$ cat config.mk
export PLATFORM = sky130hd
export DESIGN_NAME = spm_stream_reader
export DESIGN_NICKNAME = d
export VERILOG_FILES = /design/src/rtl/spm_stream_reader.sv
export SDC_FILE = /design/constraint.sdc
export NUM_CORES = 1
export LEC_CHECK = 0
export ABC_CLOCK_PERIOD_IN_PS = 5700
export BUFFER_PORTS_ARGS = -buffer_cell sky130_fd_sc_hd__clkbuf_2
export CORE_MARGIN = 2
export CORE_UTILIZATION = 45
export DETAILED_ROUTE_END_ITERATION = 6
export GPL_TIMING_DRIVEN = 1
export PLACE_DENSITY = 0.68
export SLEW_MARGIN = 20
export SYNTH_ARGS = -nofsm -noshare
export SYNTH_HDL_FRONTEND = slang
export SYNTH_SLANG_ARGS = --single-unit
$ cat constraint.sdc
create_clock -name clk -period 5.7 [get_ports clk]
set_input_delay 0.57 -clock clk [delete_from_list [all_inputs] [get_ports clk]]
set_output_delay 0.57 -clock clk [all_outputs]
set_load 0.01 [all_outputs]
$ cat src/rtl/spm_stream_reader.sv
// Streams a contiguous block of scratchpad words out on a valid/ready port.
// Reads are issued on credit so that the fixed-latency return always fits in the output FIFO.
module spm_stream_reader #(
  parameter int URAM_ADDR_WIDTH = 12,
  parameter int DATA_WIDTH      = 64,
  parameter int NB_PIPE         = 3,
  parameter int FIFO_DEPTH      = 8,
  parameter int LEN_WIDTH       = 13
) (
  input  logic                       clk,
  input  logic                       rst,
  input  logic                       i_start,
  input  logic [URAM_ADDR_WIDTH-1:0] i_base_addr,
  input  logic [LEN_WIDTH-1:0]       i_len,
  output logic                       o_busy,
  output logic                       o_done,
  output logic [URAM_ADDR_WIDTH-1:0] o_spm_addr,
  output logic                       o_spm_en,
  output logic                       o_spm_wr_en,
  output logic [DATA_WIDTH-1:0]      o_spm_wr_data,
  input  logic [DATA_WIDTH-1:0]      i_spm_rd_data,
  output logic [DATA_WIDTH-1:0]      o_data,
  output logic                       o_valid,
  input  logic                       i_ready
);

  // state | meaning
  // IDLE  | waiting for i_start; the first read is issued on the accepting edge
  // ISSUE | one read per cycle while credit allows
  // DRAIN | waiting for returns and the last beat (zero-length bursts pass through here)
  // DONE  | o_done high for this cycle

  localparam int PTR_W = $clog2(FIFO_DEPTH);
  localparam int CNT_W = $clog2(FIFO_DEPTH + 1);
  localparam int OUT_W = CNT_W + 1;

  generate
    if (NB_PIPE < 1 || FIFO_DEPTH < NB_PIPE + 1) begin : g_param_chk
      $error("spm_stream_reader: FIFO_DEPTH must be >= NB_PIPE+1 and NB_PIPE >= 1");
    end
  endgenerate

  typedef enum logic [1:0] {S_IDLE, S_ISSUE, S_DRAIN, S_DONE} state_t;

  state_t                     state, next_state;
  logic [URAM_ADDR_WIDTH-1:0] addr;
  logic [URAM_ADDR_WIDTH-1:0] spm_addr;
  logic [LEN_WIDTH-1:0]       remaining;
  logic                       spm_en;
  logic                       busy;
  logic                       done;
  logic [NB_PIPE-1:0]         vld_sr;

  logic [DATA_WIDTH-1:0]      mem [FIFO_DEPTH];
  logic [PTR_W-1:0]           wr_ptr, rd_ptr;
  logic [CNT_W-1:0]           fifo_cnt;

  logic                       push, pop, fifo_valid;
  logic                       load, issue, drain_ok;
  logic [OUT_W-1:0]           outstanding;
  logic                       credit;

  assign push       = vld_sr[NB_PIPE-1];
  assign fifo_valid = (fifo_cnt != '0);
  assign pop        = fifo_valid & i_ready;

  // The request on the port this cycle is not yet in the shift register but already owns a slot.
  assign outstanding = OUT_W'(fifo_cnt) + OUT_W'($countones(vld_sr)) + OUT_W'(spm_en);
  assign credit      = (outstanding < OUT_W'(FIFO_DEPTH));

  // Completion anticipates a final pop this cycle so o_done follows the last beat directly.
  assign drain_ok = !spm_en && (vld_sr == '0) &&
                    ((fifo_cnt == '0) || ((fifo_cnt == CNT_W'(1)) && i_ready));

  always_ff @(posedge clk or posedge rst) begin
    if (rst) state <= S_IDLE;
    else     state <= next_state;
  end

  always_comb begin
    next_state = state;
    load       = 1'b0;
    issue      = 1'b0;
    case (state)
      S_IDLE: begin
        if (i_start) begin
          if (i_len != '0) begin
            load       = 1'b1;
            next_state = S_ISSUE;
          end else begin
            next_state = S_DRAIN;
          end
        end
      end
      S_ISSUE: begin
        if (remaining == '0) begin
          next_state = S_DRAIN;
        end else if (credit) begin
          issue = 1'b1;
          if (remaining == LEN_WIDTH'(1)) next_state = S_DRAIN;
        end
      end
      S_DRAIN: begin
        if (drain_ok) next_state = S_DONE;
      end
      S_DONE:  next_state = S_IDLE;
      default: next_state = S_IDLE;
    endcase
  end

  always_ff @(posedge clk or posedge rst) begin
    if (rst) begin
      spm_en    <= 1'b0;
      spm_addr  <= '0;
      addr      <= '0;
      remaining <= '0;
      busy      <= 1'b0;
      done      <= 1'b0;
      vld_sr    <= '0;
    end else begin
      spm_en <= load | issue;
      if (load) begin
        spm_addr  <= i_base_addr;
        addr      <= i_base_addr + URAM_ADDR_WIDTH'(1);
        remaining <= i_len - LEN_WIDTH'(1);
      end else if (issue) begin
        spm_addr  <= addr;
        addr      <= addr + URAM_ADDR_WIDTH'(1);
        remaining <= remaining - LEN_WIDTH'(1);
      end
      done <= (state == S_DRAIN) && drain_ok;
      if ((state == S_IDLE) && i_start)      busy <= 1'b1;
      else if ((state == S_DRAIN) && drain_ok) busy <= 1'b0;
      vld_sr <= (vld_sr << 1) | NB_PIPE'(spm_en);
    end
  end

  always_ff @(posedge clk) begin
    if (push) mem[wr_ptr] <= i_spm_rd_data;
  end

  always_ff @(posedge clk or posedge rst) begin
    if (rst) begin
      wr_ptr   <= '0;
      rd_ptr   <= '0;
      fifo_cnt <= '0;
    end else begin
      if (push) wr_ptr <= (wr_ptr == PTR_W'(FIFO_DEPTH - 1)) ? '0 : wr_ptr + PTR_W'(1);
      if (pop)  rd_ptr <= (rd_ptr == PTR_W'(FIFO_DEPTH - 1)) ? '0 : rd_ptr + PTR_W'(1);
      if (push && !pop)      fifo_cnt <= fifo_cnt + CNT_W'(1);
      else if (!push && pop) fifo_cnt <= fifo_cnt - CNT_W'(1);
    end
  end

  assign o_busy        = busy;
  assign o_done        = done;
  assign o_spm_addr    = spm_addr;
  assign o_spm_en      = spm_en;
  assign o_spm_wr_en   = 1'b0;
  assign o_spm_wr_data = '0;
  assign o_valid       = fifo_valid;
  assign o_data        = fifo_valid ? mem[rd_ptr] : '0;

endmodule
==> reports/results.env, run 1 <==
WORST_SLEW_MARGIN_REL_PCT=30.9
GRT_SETUP_UNREPAIRED='no'
FINALSETUPVIOLATIONS=0
FINAL_CRITICAL_PATH_SETUP_SLACK_NS=2.00
FILL_CELLS=4069
WORST-SETUP-PATH-TYPE='flop to output port'
SYNTHESIS.INSTANCES=1258
FLOORPLAN.DIE.HEIGHT_UM=231
ANTENNA_CELLS=0
GLOBAL_ROUTE_USAGE_OVER_ALL_LAYERS_PCT=17.6
TIMING.FINAL.HOLD_VIOLATIONS=0
PERIOD_NEEDED_NS=3.70
GRT_PASS1_WL_UM=71000
SYNTH_AREA_SQ_UM=23300
SWITCHING_POWER_mW=4.34
COMBPWRFRAC_PCT=29.9
WORST_SETUP_PATH_START_KIND='flop'
CATEGORY_OF_CELLS_ACCOUNTING_FOR_THE_LARGEST_SHARE_OF_CRITICAL_PATH_DELAY='flip-flops'
TIMING.FMAX_MHz=271
CORE_REGION_AREA_SQ_UM=51200
WORSTPATHCELLLIST='buf_12 > mux4_2 > mux2i_1 > nor2_1 > clkbuf_2'
REGISTER_AREA_SQ_UM=16800
GR-TOTAL-OVERFLOW=0
INITIAL_ANTENNA_VIOLATION_COUNT=6
CTS-HTREE-LEVELS=2
CLOCK-SINKS=567
NETLIST_TOP_CELLS_AREA='sky130_fd_sc_hd__edfxtp_1 66%, sky130_fd_sc_hd__mux4_2 12%, sky130_fd_sc_hd__dfrtp_1 5.9%, sky130_fd_sc_hd__mux2i_1 3.0%, sky130_fd_sc_hd__buf_4 2.1%'
DPL.HPWL_UM=25700
IR_WORST_VDD_V=0.000279
MAX-CAP-VIOLATIONS=0
MASTER_OF_THE_SLOWEST_INSTANCE_ON_THE_CRITICAL_PATH='sky130_fd_sc_hd__dfrtp_4'
SYNTH.MOST_COMMON_CELL='sky130_fd_sc_hd__edfxtp_1'
CELLINTERNALPOWER_mW=9.61
DRT_PASS1_ITERATIONS=4
SYNTH_TOP_CELLS_BY_COUNT='512 x sky130_fd_sc_hd__edfxtp_1, 128 x sky130_fd_sc_hd__mux4_2, 100 x sky130_fd_sc_hd__nor2_1'
DIE_AREA_SQ_UM=53500
PLACEMENT.SETUP.WORST_SLACK_NS=1.83
END_KIND='output port'
FIRST_GLOBAL_VIAS=11900
FLOW.AREA_GROWTH_FROM_SYNTHESIS_PCT=14.9
GRT_MAX_DEGREE=67
WORST_R2R_STARTPOINT='state[0]'
NETLIST.AREA_LEADER.SHARE_PCT=66.1
LAYOUT.CORE_UTILIZATION_PCT=52.2
GP_CONGESTION=0.819
CP_DATA_REQUIRED_TIME_NS=5.13
OUTCOME='complete, no violations'
TRITONCTS='built'
ROUTED_VIA_DENSITY=5.38
DRT-TOTAL-WL_UM=46300
ROUTEDWLPERCELL_UM=21.3
CTS_STAGE_HOLD_BUFFER_COUNT=0
SLEW_VIOLATIONS=0
YOSYS_WARNINGS=0
CTSLONGESTPATHBUFFERS=3
CPPEAKSTAGEDELAY_NS=1.00
FIN_WORST_SKEW_NS=0.0104
START_UTIL_PCT=45.4
P_SEQ_SHARE_PCT=42.3
PLEAK_nW=9.39
DIE_WIDTH_UM=231
SYNTH_EDF_COUNT=512
CLOCKROOTBUFFER='sky130_fd_sc_hd__clkbuf_16'
SWITCHING_SHARE_PCT=31.1
POST-SYNTH-TOP-AREA-CELL='sky130_fd_sc_hd__edfxtp_1'
DR.FIRST_ITER.DRC_COUNT=779
YOSYSUNIQUECELLTYPES=51
CLK_TRANSITION_REPORTED_PATHS_NS=0.06
STD_CELL_ROWS=83
DRT_DRC_VIOLATIONS_LEFT=0
POST_CTS.RESIZED_INSTANCES=0
SYNTH_FLOP_CELL='sky130_fd_sc_hd__edfxtp_1'
CLKLATENCYLATEPIN_NS=0.59
WORSTSETUPSTARTPOINT='rd_ptr[0]'
CLKPWRFRAC_PCT=27.7
TIMING.FINAL.CRIT_SHARE_PCT=64.8
MULTI_INPUT_AREA_SQ_UM=6020
FLOORPLAN.IO_PINS=238
YS_FF_LATCH=567
NETS=1567
POSTCTSSETUPREPAIRBUFS=0
WORST_PIN_SLEW_NS=1.04
WORSTPATHARRIVAL_NS=3.13
POST_SYNTH.CELL_AREA_AVG_SQ_UM=18.5
RR_WORST_DEPTH=12
CRIT_FANOUT=49
NUMCTSBUFFERS=58
SHARE_OF_FINAL_LAYOUT_STANDARD_CELLS_STRONGER_THAN_DRIVE_STRENGTH_1_PCT=29.3
SYNTH_SEQ_AREA_SHARE_PCT=72.0
PWR_DENSITY_CELL_nW_PER_UM2=522
CP.BUFFERS_INVERTERS=2
MIN_PATH_TYPE='primary input to asynchronous set/reset pin'
VIAS=11700
ANTENNA_LEFT=0
PORTBUFFERS=172
ASYNC_FLOP_SHARE_PCT=9.70
SETUP_TOTAL_NEGATIVE_SLACK_NS=0
CRITICAL_PATH_CELL_COUNT=5
==> layer usage <==
| metal | track usage [%] | part of all wire [%] | vias up | routed length [um] |
|---|---|---|---|---|
| li1 | - | - | 5224 | - |
| met1 | 23.6 | 43 | 6080 | 19700 |
| met2 | 28.9 | 49 | 316 | 22800 |
| met3 | 4.08 | 5.8 | 91 | 2690 |
| met4 | 4.86 | 2.3 | 12 | 1060 |
| met5 | 0 | 0.17 | - | 81 |
==> flip-flops by register name (all words and copies together), names as in the netlist, 3 cells and up <==
name,flops
o_spm_addr,12
wr_ptr,3
vld_sr,3
mem,512
fifo_cnt,4
rd_ptr,3
remaining,13
addr,12
==> kinds of logic (layout without fill, tap and decap cells) <==
kind of cell / count (synthesis) / in the layout / share of synthesized area (%)
multiplexers: 204 / 204 / 15.7
other: 1 / 65 / 0.0161
XOR/XNOR: 42 / 42 / 1.58
AND/OR/NAND/NOR: 226 / 226 / 4.70
adder cells (fa/ha/maj): 19 / 19 / 1.05
AO/OA/AOI/OAI: 59 / 59 / 1.55
flip-flops: 567 / 567 / 72.0
buffers and inverters: 140 / 318 / 3.38
==> area by class of cell <==
cell class / count / share of cell area [%]
timing repair buffer: 197 / 4.06
tap: 680 / 3.18
sequential: 567 / 62.7
clock inverter: 38 / 1.68
clock buffer: 67 / 5.63
inverter: 16 / 0.225
multi-input combinational: 615 / 22.5
==> metrics by stage <==
step	hold slack, ns	instances	total power, mW	instance area (sq um)
after global placement	0.398	2075	10.2	24800
after detailed placement	0.396	2075	10.3	24800
after floorplan	0.370	1322	8.76	23500
final	0.148	2180	14.0	26700
after global routing	0.207	2180	14.7	26700
after CTS	0.151	2180	14.2	26700
==> worst register-to-register path, stage by stage (launching register included) <==
cell	delay, ns
sky130_fd_sc_hd__dfrtp_1	0.38
sky130_fd_sc_hd__inv_1	0.12
sky130_fd_sc_hd__ha_1	0.20
sky130_fd_sc_hd__nand2_1	0.08
sky130_fd_sc_hd__a21oi_1	0.76
sky130_fd_sc_hd__nand2_1	0.24
sky130_fd_sc_hd__nand2_1	0.12
sky130_fd_sc_hd__ha_1	0.24
sky130_fd_sc_hd__and3_1	0.22
sky130_fd_sc_hd__and4_1	0.21
sky130_fd_sc_hd__nor4bb_1	0.32
sky130_fd_sc_hd__xnor2_1	0.15
sky130_fd_sc_hd__o21ai_0	0.09
==> cell usage in the layout, fill, tap and decap left out, types with 6 or more instances in the layout <==
cell                        count
sky130_fd_sc_hd__a21oi_1       11
sky130_fd_sc_hd__a31oi_1       12
sky130_fd_sc_hd__buf_4         22
sky130_fd_sc_hd__bufinv_16     10
sky130_fd_sc_hd__clkbuf_1       8
sky130_fd_sc_hd__clkbuf_16     59
sky130_fd_sc_hd__clkbuf_2     172
sky130_fd_sc_hd__clkinv_1       8
sky130_fd_sc_hd__clkinv_2      14
sky130_fd_sc_hd__conb_1        65
sky130_fd_sc_hd__dfrtp_1       52
sky130_fd_sc_hd__edfxtp_1     512
sky130_fd_sc_hd__ha_1          18
sky130_fd_sc_hd__inv_1         15
sky130_fd_sc_hd__mux2i_1       70
sky130_fd_sc_hd__mux4_2       128
sky130_fd_sc_hd__nand2_1       53
sky130_fd_sc_hd__nor2_1        94
sky130_fd_sc_hd__nor2_4         6
sky130_fd_sc_hd__nor3_1        10
sky130_fd_sc_hd__nor4_1         7
sky130_fd_sc_hd__o21ai_0       25
sky130_fd_sc_hd__or4_1          6
sky130_fd_sc_hd__xnor2_1       30
sky130_fd_sc_hd__xor2_1        12
==> power by group through the flow <==
stage	clock, mW	combinational (mW)	sequential, mW
global placement	0	4.24	5.97
detailed placement	0	4.27	6.01
global route	4.12	4.57	6.00
finish	3.87	4.18	5.91
floorplan	0	3.06	5.70
CTS	3.98	4.28	5.93
==> final timing paths <==
path / end / slack [ns]
worst max-delay path: o_data[55] / 2.00
max in group asynchronous: rd_ptr[0] / 4.99
worst max register to register: addr[8] / 2.42
worst min register to register: vld_sr[2] / 0.41
min in group clk: mem[1][59] / 0.24
worst min-delay path: o_spm_addr[9] / 0.15
Power figures use the tool's default switching activity.
==> run 2, diff against run 1 <==
--- a/config.mk
+++ b/config.mk
@@ -5,7 +5,7 @@
 export SDC_FILE = /design/constraint.sdc
 export NUM_CORES = 1
 export LEC_CHECK = 0
-export ABC_CLOCK_PERIOD_IN_PS = 5700
+export ABC_CLOCK_PERIOD_IN_PS = 3400
 export BUFFER_PORTS_ARGS = -buffer_cell sky130_fd_sc_hd__clkbuf_2
 export CORE_MARGIN = 2
 export CORE_UTILIZATION = 45
==> constraint.sdc (replaced) <==
create_clock -name clk -period 3.4 [get_ports clk]
set_input_delay 0.34 -clock clk [delete_from_list [all_inputs] [get_ports clk]]
set_output_delay 0.34 -clock clk [all_outputs]
set_load 0.01 [all_outputs]
==> run 2 against run 1 <==
Global-route usage grew 0.55 points. Clock-buffer cell count grew 11. Via count grew 3.3%. Critical path type unchanged. Largest power group unchanged. Highest routed layer unchanged.
==> reports/results.env, run 2 (same netlist as run 1, synthesis figures left out) <==
CORE_REGION_AREA_SQ_UM=51200  # unchanged
REG.LARGEST.LIST='mem x512, remaining x13'
GP_CONGESTION=0.840  # +2.6%
HOLD_DEPTH=1
WORST_SLEW_MARGIN_REL_PCT=40.4  # +9.5 points
NETS=1650  # +5.3%
PORTBUFFERS=172  # unchanged
WHS_ENDPOINT='mem[4][11]'
FINAL.HOLD.WORST_SLACK_NS=0.0252  # -0.123 ns
DRT_PASS1_ITERATIONS=5  # +1
DRT_DRC_VIOLATIONS_LEFT=0  # unchanged
FLOORPLAN.IO_PINS=238  # unchanged
ROUTEDWLPERCELL_UM=21.1  # -0.74%
MASTER_OF_THE_SLOWEST_INSTANCE_ON_THE_CRITICAL_PATH='sky130_fd_sc_hd__dfrtp_4'
LARGEST_REGISTER='mem'
REGISTER_AREA_SQ_UM=16800  # unchanged
DRT-TOTAL-WL_UM=47800  # +3.2%
FINALSETUPVIOLATIONS=0  # unchanged
MAX-CAP-VIOLATIONS=0  # unchanged
SHARE_OF_FINAL_LAYOUT_STANDARD_CELLS_STRONGER_THAN_DRIVE_STRENGTH_1_PCT=28.6  # -0.69 points
FILL_CELLS=4028  # -1.0%
WORST_SETUP_PATH_START_KIND='flop'
CLKLATENCYLATEPIN_NS=0.64  # +0.05 ns
GRT_PASS1_WL_UM=73400  # +3.3%
ANTENNA_LEFT=0  # unchanged
WORSTPATHCELLLIST='buf_12 > buf_4 > mux4_2 > mux2i_1 > nor2_1 > clkbuf_2'
LAYOUT.CELLS.MOST_COMMON='sky130_fd_sc_hd__edfxtp_1'
TIMING.FINAL.HOLD_VIOLATIONS=0  # unchanged
R2R-END='addr[6]'
FLOORPLAN.DIE.HEIGHT_UM=231  # unchanged
WORST_HOLD_STARTPOINT='i_spm_rd_data[11]'
FIN_WORST_SKEW_NS=0.0442  # +0.0337 ns
GRT_MAX_DEGREE=53  # -21%
CLOCK-SINKS=567  # unchanged
SLEW_VIOLATIONS=0  # unchanged
NUMCTSBUFFERS=59  # +1.7%
CRIT_FANOUT=17  # -65%
POWER_mW=23.3  # +67%
STD_CELL_ROWS=83  # unchanged
PERIOD_NEEDED_NS=3.01
DR.FIRST_ITER.DRC_COUNT=867  # +11%
WORST_PIN_SLEW_NS=0.893  # -0.144 ns
DIE_AREA_SQ_UM=53500  # unchanged
VIAS=12100  # +3.3%
END_KIND='output port'
TIMING.FMAX_MHz=332
PWR_DENSITY_CELL_nW_PER_UM2=849  # +63%
DIE_WIDTH_UM=231  # unchanged
TIMING.FINAL.CRIT_SHARE_PCT=88.5
DPL.HPWL_UM=27300  # +6.3%
GLOBAL_ROUTE_USAGE_OVER_ALL_LAYERS_PCT=18.1  # +0.55 points
CTS-HTREE-LEVELS=2  # unchanged
FLIP_FLOP_COUNT_OF_THE_LARGEST_REGISTER_AFTER_LAYOUT=512  # unchanged
START_UTIL_PCT=45.4  # unchanged
CTSLONGESTPATHBUFFERS=3  # unchanged
CP_DATA_REQUIRED_TIME_NS=3.06  # -2.07 ns
INITIAL_ANTENNA_VIOLATION_COUNT=2  # -4
IR_WORST_VDD_V=0.000554  # +98%
GR-TOTAL-OVERFLOW=0  # unchanged
POSTCTSSETUPREPAIRBUFS=0  # unchanged
OUTCOME='complete, no violations'
ROUTED_VIA_DENSITY=5.34  # -0.66%
TRITONCTS='built'
GRT_SETUP_UNREPAIRED='no'
MIN_PATH_TYPE='primary input to flop'
CATEGORY_OF_CELLS_ACCOUNTING_FOR_THE_LARGEST_SHARE_OF_CRITICAL_PATH_DELAY='multiplexers'
FIRST_GLOBAL_VIAS=12400  # +4.6%
LAYOUT_COMMON_CELLS='512 x sky130_fd_sc_hd__edfxtp_1, 172 x sky130_fd_sc_hd__clkbuf_2, 128 x sky130_fd_sc_hd__mux4_2, 94 x sky130_fd_sc_hd__nor2_1, 70 x sky130_fd_sc_hd__mux2i_1'
CLK_TRANSITION_REPORTED_PATHS_NS=0.06  # about the same
WORST_R2R_STARTPOINT='vld_sr[2]'
CLOCKROOTBUFFER='sky130_fd_sc_hd__clkbuf_16'
MULTI_INPUT_AREA_SQ_UM=6030  # +0.21%
PLEAK_nW=9.71  # +3.4%
WORST-SETUP-PATH-TYPE='flop to output port'
RR_WORST_DEPTH=7  # -5
WORSTPATHARRIVAL_NS=2.67  # -0.46 ns
CPPEAKSTAGEDELAY_NS=0.57  # -0.43 ns
CP.BUFFERS_INVERTERS=3  # +1
FLOW.AREA_GROWTH_FROM_SYNTHESIS_PCT=18.1
RRSETUPSLACK_NS=0.65  # -1.77 ns
==> run 2: cell count changes in the layout (fill, tap and decap cells not counted), moves of 6 or more <==
cell                            change
sky130_fd_sc_hd__clkbuf_1           +6
sky130_fd_sc_hd__dlygate4sd3_1     +57
sky130_fd_sc_hd__clkinv_1           +8
sky130_fd_sc_hd__clkinv_2           -8
sky130_fd_sc_hd__buf_12             +6
sky130_fd_sc_hd__bufinv_16          -8
sky130_fd_sc_hd__buf_4             +19
==> run 2: metal layers <==
layer / vias up / GRT usage, % / wire [um]
li1: 5392 / - / -
met1: 6249 / 24.4 / 20200
met2: 408 / 30.5 / 23900
met3: 54 / 3.52 / 2950
met4: 2 / 4.54 / 787
met5: - / 0 / 13
==> run 2: worst max-delay path by stage <==
stage | from | to | slack (ns) | cells after the start
final | rd_ptr[0] | o_data[53] | 0.39 | 6
after CTS | rd_ptr[0] | o_data[53] | 0.25 | 6
after floorplan | wr_ptr[0] | mem[6][0] | -0.39 | 2
after global placement | i_len[0] | addr[8] | 0.29 | 13
after detailed placement | i_len[0] | addr[8] | 0.23 | 13
after global routing | rd_ptr[0] | o_data[53] | 0.17 | 6
==> run 2: cell type report <==
type,instances,area share [%]
flip-flops and latches,567,61.0
inverters,16,0.219
clock buffers,78,5.90
well taps,680,3.10
diodes,1,0.00911
repair buffers,279,6.99
multi-input cells,615,22.0
clock inverters,30,0.838
==> run 2: repair_timing <==
item / CTS / global route
resized for setup: 0 / 0
endpoints found under the hold margin: 465 / 0
hold buffers: 57 / 0
==> run 2: per-stage QoR <==
stage | std cells | TNS [ns] | util [%] | instance area (sq um) | setup slack [ns]
after CTS | 2265 | 0 | 53.7 | 27500 | 0.252
final | 2266 | 0 | 53.7 | 27500 | 0.391
after global routing | 2266 | 0 | 53.7 | 27500 | 0.169
after global placement | 2100 | 0 | 48.9 | 25100 | 0.293
after floorplan | 1322 | -164.71 | - | 23500 | -0.392
after detailed placement | 2100 | 0 | 48.9 | 25100 | 0.227
==> run 2: power breakdown <==
part           switching (mW)  internal (mW)
combinational            4.12           3.46
clock                    2.58           3.49
sequential              0.693           8.96
==> run 3, diff against run 2 <==
--- a/config.mk
+++ b/config.mk
@@ -5,6 +5,7 @@
 export SDC_FILE = /design/constraint.sdc
 export NUM_CORES = 1
 export LEC_CHECK = 0
+export ABC_AREA = 1
 export ABC_CLOCK_PERIOD_IN_PS = 3400
 export BUFFER_PORTS_ARGS = -buffer_cell sky130_fd_sc_hd__clkbuf_2
 export CORE_MARGIN = 2
==> run 3 against run 2 <==
First-iteration DRC count up 74%. Via count up 29%. Global-route usage up 1.7 points. Flip-flop and latch count unchanged. Total power up 5.9%. Non-clock buffer count down 14. Largest power group unchanged. Routed wire length up 14%.
==> reports/results.env, run 3 <==
LAYOUT.CELLS.MOST_COMMON='sky130_fd_sc_hd__edfxtp_1'
CATEGORY_OF_CELLS_ACCOUNTING_FOR_THE_LARGEST_SHARE_OF_CRITICAL_PATH_DELAY='compound AO/OA/AOI/OAI gates'
FIRST_GLOBAL_VIAS=14900  # +20%
GLOBAL_ROUTE_USAGE_OVER_ALL_LAYERS_PCT=19.8  # +1.7 points
NETLIST.AREA_LEADER.SHARE_PCT=65.1  # -0.97 points
NETS=2292  # +39%
LAYOUT.CELL_AREA.NON_FILLER_SQ_UM=27600  # +0.41%
WORST_PIN_SLEW_NS=0.863  # -0.0302 ns
PERIOD_NEEDED_NS=3.24  # +0.235 ns
TRITONCTS='built'
SYNTH_TOP_CELLS_BY_COUNT='512 x sky130_fd_sc_hd__edfxtp_1, 429 x sky130_fd_sc_hd__nor2_1, 362 x sky130_fd_sc_hd__o21ai_0'
GP_CONGESTION=0.829  # -1.4%
CLOCK-SINKS=567  # unchanged
WORST_SETUP_PATH_START_KIND='flop'
DRT-TOTAL-WL_UM=54700  # +14%
MULTI_INPUT_AREA_SQ_UM=5960  # -1.3%
WORST_HOLD_STARTPOINT='i_spm_rd_data[52]'
OUTCOME='complete, no violations'
CLOCKROOTBUFFER='sky130_fd_sc_hd__clkbuf_16'
LAYOUT.CORE_UTILIZATION_PCT=53.5  # -0.21 points
STD_CELL_ROWS=83  # unchanged
DR.FIRST_ITER.DRC_COUNT=1511  # +74%
GR-TOTAL-OVERFLOW=0  # unchanged
DPL.HPWL_UM=30300  # +11%
CRITPATHMOSTFREQUENTCELL='sky130_fd_sc_hd__o21ai_0'
SYNTHESIS.INSTANCES=1974  # +57%
SLEW_VIOLATIONS=0  # unchanged
SYNTH_AREA_SQ_UM=23600  # +1.5%
ROUTED_VIA_DENSITY=5.38  # +0.78%
REGISTER_AREA_SQ_UM=16800  # about the same
CLK_TRANSITION_REPORTED_PATHS_NS=0.06  # about the same
INITIAL_ANTENNA_VIOLATION_COUNT=6  # +4
TIMING.FINAL.HOLD_VIOLATIONS=0  # unchanged
MAX-CAP-VIOLATIONS=0  # unchanged
PWR_DENSITY_CELL_nW_PER_UM2=895  # +5.5%
VIAS=15700  # +29%
DIE_WIDTH_UM=233  # +0.73%
TIMING.FMAX_MHz=308  # -7.2%
FLOORPLAN.IO_PINS=238  # unchanged
FLOORPLAN.DIE.HEIGHT_UM=233  # +0.73%
WORSTSETUPSTARTPOINT='rd_ptr[1]'
WORST_R2R_STARTPOINT='vld_sr[2]'
SYNTH_EDF_COUNT=512  # unchanged
YS_FF_LATCH=567  # unchanged
WORST-SETUP-PATH-TYPE='flop to output port'
CPPEAKSTAGEDELAY_NS=0.65  # +0.08 ns
END_KIND='output port'
CTSLONGESTPATHBUFFERS=3  # unchanged
CRIT_FANOUT=109  # +92
IR_WORST_VDD_V=0.000528  # -4.6%
WORSTPATHARRIVAL_NS=2.90  # +0.23 ns
SYNTH_SEQ_AREA_SHARE_PCT=71.0  # -1.1 points
ROUTEDWLPERCELL_UM=18.8  # -11%
PLEAK_nW=9.93  # +2.3%
WORSTPATHCELLLIST='buf_12 > o21ai_0 > o22ai_1 > o21ai_0 > a31oi_1 > clkbuf_2'
ANTENNA_LEFT=0  # unchanged
DRT_DRC_VIOLATIONS_LEFT=0  # unchanged
YOSYS_WARNINGS=0  # unchanged
MASTER_OF_THE_SLOWEST_INSTANCE_ON_THE_CRITICAL_PATH='sky130_fd_sc_hd__dfrtp_4'
LAYOUT_COMMON_CELLS='512 x sky130_fd_sc_hd__edfxtp_1, 421 x sky130_fd_sc_hd__nor2_1, 362 x sky130_fd_sc_hd__o21ai_0, 172 x sky130_fd_sc_hd__clkbuf_2, 118 x sky130_fd_sc_hd__nand2_1'
START_UTIL_PCT=45.7  # +0.31 points
LARGEST_REGISTER='mem'
TIMING.FINAL.CRIT_SHARE_PCT=95.4  # +6.9 points
MIN_PATH_TYPE='primary input to flop'
WORST_SLEW_MARGIN_REL_PCT=42.4  # +2.0 points
FINALSETUPVIOLATIONS=0  # unchanged
YOSYSUNIQUECELLTYPES=41  # -20%
POST-SYNTH-TOP-AREA-CELL='sky130_fd_sc_hd__edfxtp_1'
GRT_MAX_DEGREE=110  # +110%
SYNTH_FLOP_CELL='sky130_fd_sc_hd__edfxtp_1'
POST_SYNTH.CELL_AREA_AVG_SQ_UM=12.0  # -35%
POSTCTSSETUPREPAIRBUFS=0  # unchanged
GRT_PASS1_WL_UM=83100  # +13%
SHARE_OF_FINAL_LAYOUT_STANDARD_CELLS_STRONGER_THAN_DRIVE_STRENGTH_1_PCT=15.5  # -13 points
REG.LARGEST.LIST='mem x512, remaining x13'
FIN_WORST_SKEW_NS=0.0223  # -0.0219 ns
PORTBUFFERS=172  # unchanged
CP_DATA_REQUIRED_TIME_NS=3.06  # about the same
CORE_REGION_AREA_SQ_UM=51600  # +0.81%
NETLIST_TOP_CELLS_AREA='sky130_fd_sc_hd__edfxtp_1 65%, sky130_fd_sc_hd__o21ai_0 7.7%, sky130_fd_sc_hd__nor2_1 6.8%, sky130_fd_sc_hd__dfrtp_1 5.8%, sky130_fd_sc_hd__buf_4 2.2%'
FILL_CELLS=4250  # +5.5%
DRT_PASS1_ITERATIONS=6  # +1
FLOW.AREA_GROWTH_FROM_SYNTHESIS_PCT=16.9
CLKLATENCYLATEPIN_NS=0.62  # -0.02 ns
DIE_AREA_SQ_UM=54300  # +1.5%
NUMCTSBUFFERS=57  # -3.4%
GRT_SETUP_UNREPAIRED='no'
ASYNC_FLOP_SHARE_PCT=9.70  # unchanged
FLIP_FLOP_COUNT_OF_THE_LARGEST_REGISTER_AFTER_LAYOUT=512  # unchanged
CP.BUFFERS_INVERTERS=2  # -1
CTS-HTREE-LEVELS=2  # unchanged
DETAILED_PLACE.AREA_SQ_UM=25100  # about the same
SYNTH.MOST_COMMON_CELL='sky130_fd_sc_hd__edfxtp_1'
-- run 3: area by class of cell --
class / instances / share of cell area, %
clock inverters: 42 / 1.79
diodes: 3 / 0.0272
flip-flops and latches: 567 / 60.7
inverters: 57 / 0.821
multi-input cells: 1232 / 21.6
clock buffers: 65 / 5.28
well taps: 680 / 3.08
repair buffers: 265 / 6.68
-- run 3: worst paths after layout --
kind                           endpoint  depth (start not counted)  slack (ns)
max                          o_data[36]                          6        0.16
min                          mem[1][52]                          1        0.02
max reg2reg                    addr[11]                         14        0.68
min reg2reg                   vld_sr[2]                          0        0.41
max in group asynchronous  remaining[7]                          4        2.15
min in group asynchronous      addr[11]                          3        0.44
-- run 3: per-layer routing --
layer | GRT usage [%] | up-vias | wire [um]
met5 | 0 | - | 35
met4 | 6.59 | 6 | 1450
met3 | 3.89 | 105 | 3380
met2 | 33.0 | 536 | 26700
met1 | 26.1 | 7656 | 23200
li1 | - | 7369 | -
-- run 3: stage by stage --
step           setup WS (ns)  hold slack, ns  instances  power (mW)  TNS (ns)
2_1_floorplan         -0.528           0.375       2038        15.1   -235.88
3_3_place_gp           0.720           0.399       2746        18.1         0
3_5_place_dp           0.670           0.395       2746        18.3         0
4_1_cts              0.00807         0.00104       2908        24.9         0
5_1_grt               0.0144          0.0103       2911        26.2         0
6_report               0.156          0.0193       2911        24.7         0
-- run 3: kinds of logic after synthesis --
logic type | Yosys count | synth area share [%]
AO/OA/AOI/OAI | 521 | 12.0
buffers and inverters | 239 | 5.09
adder cells (fa/ha/maj) | 19 | 1.04
other | 1 | 0.0159
AND/OR/NAND/NOR | 617 | 10.6
flip-flops | 567 | 71.0
XOR/XNOR | 10 | 0.371
-- run 3: power by group --
group          switching (mW)  internal [mW]
Clock                    2.67           3.79
Combinational            6.07           2.86
Sequential              0.511           8.80
Total                    9.25           15.5
-- run 3: worst reg2reg max path: cells and delay by family (launching register included) --
family / cells / cell delay [ns]
adders and majority gates: 2 / 0.76
and+or+nand+nor: 9 / 0.74
DFF: 1 / 0.54
buffers and inverters: 2 / 0.51
AOI/OAI and AO/OA: 1 / 0.06
-- run 3: what timing repair did --
| item | 4_1_cts | 5_1_grt |
|---|---|---|
| endpoints found under the hold margin | 447 | 0 |
| setup endpoints to repair | 0 | 14 |
| gates resized for setup | 0 | 4 |
| hold buffers | 55 | 0 |
